===== src/rtl/regfile.sv =====
// regfile: 32 x 32-bit general-purpose register file for the decode stage.
//   - Two combinational read ports (qa/qb) feeding ALU operands a/b.
//   - One write port, written on the rising clk edge when we=1 and wn!=0.
//   - Register 0 is hardwired to zero.
//   - Synchronous, active-high rst clears every register and overrides we.
// Optional build macro: REGFILE_BYPASS_EN
//   defined   -> write-first: a write to the address being read shows up on
//                qa/qb in the same cycle; outputs read 0 while rst=1.
//   undefined -> read-first: qa/qb show the stored value until the edge.
module regfile #(
    parameter int DATA_W = 32,
    parameter int ADDR_W = 5
) (
    input  logic              clk,
    input  logic              rst,
    input  logic [ADDR_W-1:0] rna,
    input  logic [ADDR_W-1:0] rnb,
    output logic [DATA_W-1:0] qa,
    output logic [DATA_W-1:0] qb,
    input  logic              we,
    input  logic [ADDR_W-1:0] wn,
    input  logic [DATA_W-1:0] d
);

    localparam int DEPTH = 2 ** ADDR_W;

    // Current contents of every register, register 0 included (constant zero).
    logic [DATA_W-1:0] w_regs [DEPTH];

    // Stored (pre-write) values selected by each read address.
    logic [DATA_W-1:0] w_qa_stored;
    logic [DATA_W-1:0] w_qb_stored;

    genvar gi;
    generate
        for (gi = 0; gi < DEPTH; gi++) begin : g_reg
            if (gi == 0) begin : g_zero
                // Register 0 has no storage; it reads as zero whatever is written.
                assign w_regs[gi] = '0;
            end else begin : g_store
                logic              w_wr_sel;
                logic [DATA_W-1:0] r_q;

                assign w_wr_sel = we && (wn == ADDR_W'(gi));

                // Clear on reset (reset wins over a concurrent write), else load d when selected.
                always_ff @(posedge clk) begin
                    if (rst) begin
                        r_q <= '0;
                    end else if (w_wr_sel) begin
                        r_q <= d;
                    end
                end

                assign w_regs[gi] = r_q;
            end
        end
    endgenerate

    assign w_qa_stored = w_regs[rna];
    assign w_qb_stored = w_regs[rnb];

`ifdef REGFILE_BYPASS_EN
    // A write is forwarded only to a port reading the same non-zero address.
    logic w_byp_a;
    logic w_byp_b;

    assign w_byp_a = we && (wn != '0) && (rna == wn);
    assign w_byp_b = we && (wn != '0) && (rnb == wn);

    // Write-first read: reset forces zero, then forwarded data, then stored data.
    always_comb begin
        qa = w_qa_stored;
        qb = w_qb_stored;
        if (rst) begin
            qa = '0;
            qb = '0;
        end else begin
            if (w_byp_a) begin
                qa = d;
            end
            if (w_byp_b) begin
                qb = d;
            end
        end
    end
`else
    // Read-first: ports always show the value currently held in the array.
    assign qa = w_qa_stored;
    assign qb = w_qb_stored;
`endif

endmodule


===== config.mk =====
export PLATFORM = sky130hd
export DESIGN_NAME = regfile
export DESIGN_NICKNAME = d
export VERILOG_FILES = /design/src/rtl/regfile.sv
export SDC_FILE = /design/constraint.sdc
export NUM_CORES = 2
export LEC_CHECK = 0
export CORE_MARGIN = 3
export CORE_UTILIZATION = 30
export DETAILED_ROUTE_END_ITERATION = 16
export GPL_ROUTABILITY_DRIVEN = 1
export PLACE_DENSITY_LB_ADDON = 0.05
export REMOVE_ABC_BUFFERS = 1
export SLEW_MARGIN = 20
export SYNTH_ARGS = -nofsm -noshare
export SYNTH_HDL_FRONTEND = slang
export SYNTH_SLANG_ARGS = --single-unit

===== constraint.sdc =====
create_clock -name clk -period 3.12 [get_ports clk]
set_input_delay 0.312 -clock clk [delete_from_list [all_inputs] [get_ports clk]]
set_output_delay 0.312 -clock clk [all_outputs]
set_load 0.1 [all_outputs]

==> metrics.txt <==
first-pass GRT wire length=between 300000 and 400000 um; Main synth FF type=dfxtp_1; syn avg cell area=7.80 um^2; Final Core Density=0.367; Final Setup Violations=0; Clock Skew=0 ns; setup TNS=0 ns; Die X=419 um; layer with the highest usage=met2; Final WS setup=~0.056 ns; share of layout cells above drive strength 1=0.137; Slew HR=0.478; Clock Latency Late Sink=0.74 ns; Tightest Pin Transition=0.777 ns; post-synthesis cell type count=29; critical path type=reg -> out; sequential-to-total area share from yosys stat=0.387; Buf/Inv on CP=3; Regs by FF count=g.g_store.r_q x992; Gate Count Post-Synth=6580; Post-CTS Setup Inserts=0; FP Rows=around 150; Global Route met1 Usage=0.375; root buf cell=clkbuf_16; Critical Path Most Common Cell=buf_4; CTS Buffer Depth=3; fin nets=~6600; final WL=237000 um; DRT Pass-1 Iters=6; crit-path cells=mux4_2 -> nor2b_1 -> nor3_2 -> a31oi_1 -> buf_4 -> nand3_1 -> buf_4 -> buf_12; Total GRT Usage=0.263; crit-path max FO=3; die height=419 um; via count=48200; grt met3 use=0.0305; most common cell after layout, fill and taps aside=nand2_1; Final Max Slew Viols=0; Biggest register=g.g_store.r_q; DIE AREA=approximately 0.18 mm^2; core area=around 0.17 mm^2; final hold violations=0; TritonCTS Buffers=120; Sink Count=992; worst hold slack=0.442 ns; DR vias/cell=5.42; CP startpoint kind=flip-flop; DRC=0; Post-DP HPWL=approximately 140000 um; Post-synth EDFFs=0; Post-DP Area=roughly 0.058 mm^2; pin count of the biggest net entering global routing=between 100 and 150; Slowest-stage cell, CP=mux4_2; crit share post-route=0.982; Pwr Total=31.9 mW; final instance area=0.0623 mm^2; H-Tree Depth=3; crit-path max cell delay=0.48 ns; Worst EP arrival=2.75 ns; HP Class=in -> reg; Max VDD drop=0.431 mV; Max Cap Viol=0; WL/cell=26.7 um; antenna violations before repair=4; antenna-violating nets left=0; IO buf count=113; Post-Syn Area=0.0513 mm^2; top-level I/O count=114; P_leak=around 22 nW; most frequent cells in the layout=2115 x nand2_1, 1120 x a21oi_1, 992 x dfxtp_1; Max Freq=326 MHz; CP endpoint kind=primary output; Synth Warn #=0; max reg flops=a little under 1000; Final GP Congestion=0.798; Top delay family on crit path=buffers and inverters; Final min period=3.06 ns; remaining global-route overflow=0; status=finished, final reports clean; Critical Path RT=approximately 2.8 ns; Non-Filler Instances=8898; reg-to-reg slack, setup=2.44 ns; vias in the first global route=~46000; CTS clk-pin slew, worst paths=0.06 ns; #FFs+latches synth=992; ys async rst share=0; CTS tree=done; placed insts=between 8000 and 9000; P per Cell Area=511 mW/mm^2; Layout area overhead=21.6%; Post-Place Setup Slack=0.00612 ns; drt initial violations=4414; GR Util met2=0.422; starting density of the core=0.302
==> timing repair <==
item,4_1_cts,5_1_grt
hold endpoints to repair,18,0
resized for setup,13,20
setup endpoints to repair,9,16
hold buffers,1,0
gates cloned,0,0
==> Yosys cell counts, types with 65 or more instances <==
cell | number | area share
buf_2 | 199 | 0.019
nor3_1 | 65 | 0.0063
clkbuf_1 | 405 | 0.030
nand3_1 | 192 | 0.019
nor2b_1 | 74 | 0.0090
mux2i_1 | 768 | 0.15
nand2_1 | 2147 | 0.16
a21oi_1 | 1120 | 0.11
a22oi_1 | 256 | 0.037
dfxtp_1 | 992 | 0.39
==> cell type report <==
type	instances	area (um^2)
diodes	1	2.50
clock buffers	196	3750
clock inverters	24	265
fillers	17400	107000
multi-input cells	4936	29100
flip-flops and latches	992	19900
well taps	2218	2780
repair buffers	531	6560
==> worst paths after layout <==
path                                                from                                endpoint  cells after the start
setup / recovery   g_reg[7].g_store.r_q[16]$_SDFFE_PP0P_                                  qb[16]                      8
setup reg to reg  g_reg[12].g_store.r_q[17]$_SDFFE_PP0P_  g_reg[12].g_store.r_q[17]$_SDFFE_PP0P_                      2
hold / removal                                      d[9]   g_reg[29].g_store.r_q[9]$_SDFFE_PP0P_                      4
hold reg to reg    g_reg[6].g_store.r_q[15]$_SDFFE_PP0P_   g_reg[6].g_store.r_q[15]$_SDFFE_PP0P_                      2
==> tightest hold or removal path: cells and delay by family <==
kind | cells | cell delay [ns]
buffers and inverters | 2 | 0.66
AOI/OAI and AO/OA | 1 | 0.05
and+or+nand+nor | 1 | 0.11
==> report_power, final <==
group / internal, mW / switching [mW] / total [mW]
Combinational: 1.50 / 3.06 / 4.57
Clock: 8.53 / 5.92 / 14.5
Sequential: 12.8 / 0.0699 / 12.8
==> cells by family (layout without fill, tap and decap cells) <==
| group | after synthesis | in the layout | share of synthesized area |
|---|---|---|---|
| other | 0 | 1 | 0 |
| AO/OA/AOI/OAI | 1504 | 1504 | 0.165 |
| multiplexers | 896 | 896 | 0.192 |
| flip-flops | 992 | 992 | 0.387 |
| buffers and inverters | 652 | 751 | 0.0552 |
| AND/OR/NAND/NOR | 2536 | 2536 | 0.200 |
==> layer usage <==
layer,up-vias,part of all wire
met1,23900,0.47
met4,2,0.022
met5,-,0.000055
met2,1396,0.46
li1,22700,-
met3,276,0.050
(Power assumes the default switching activity.)
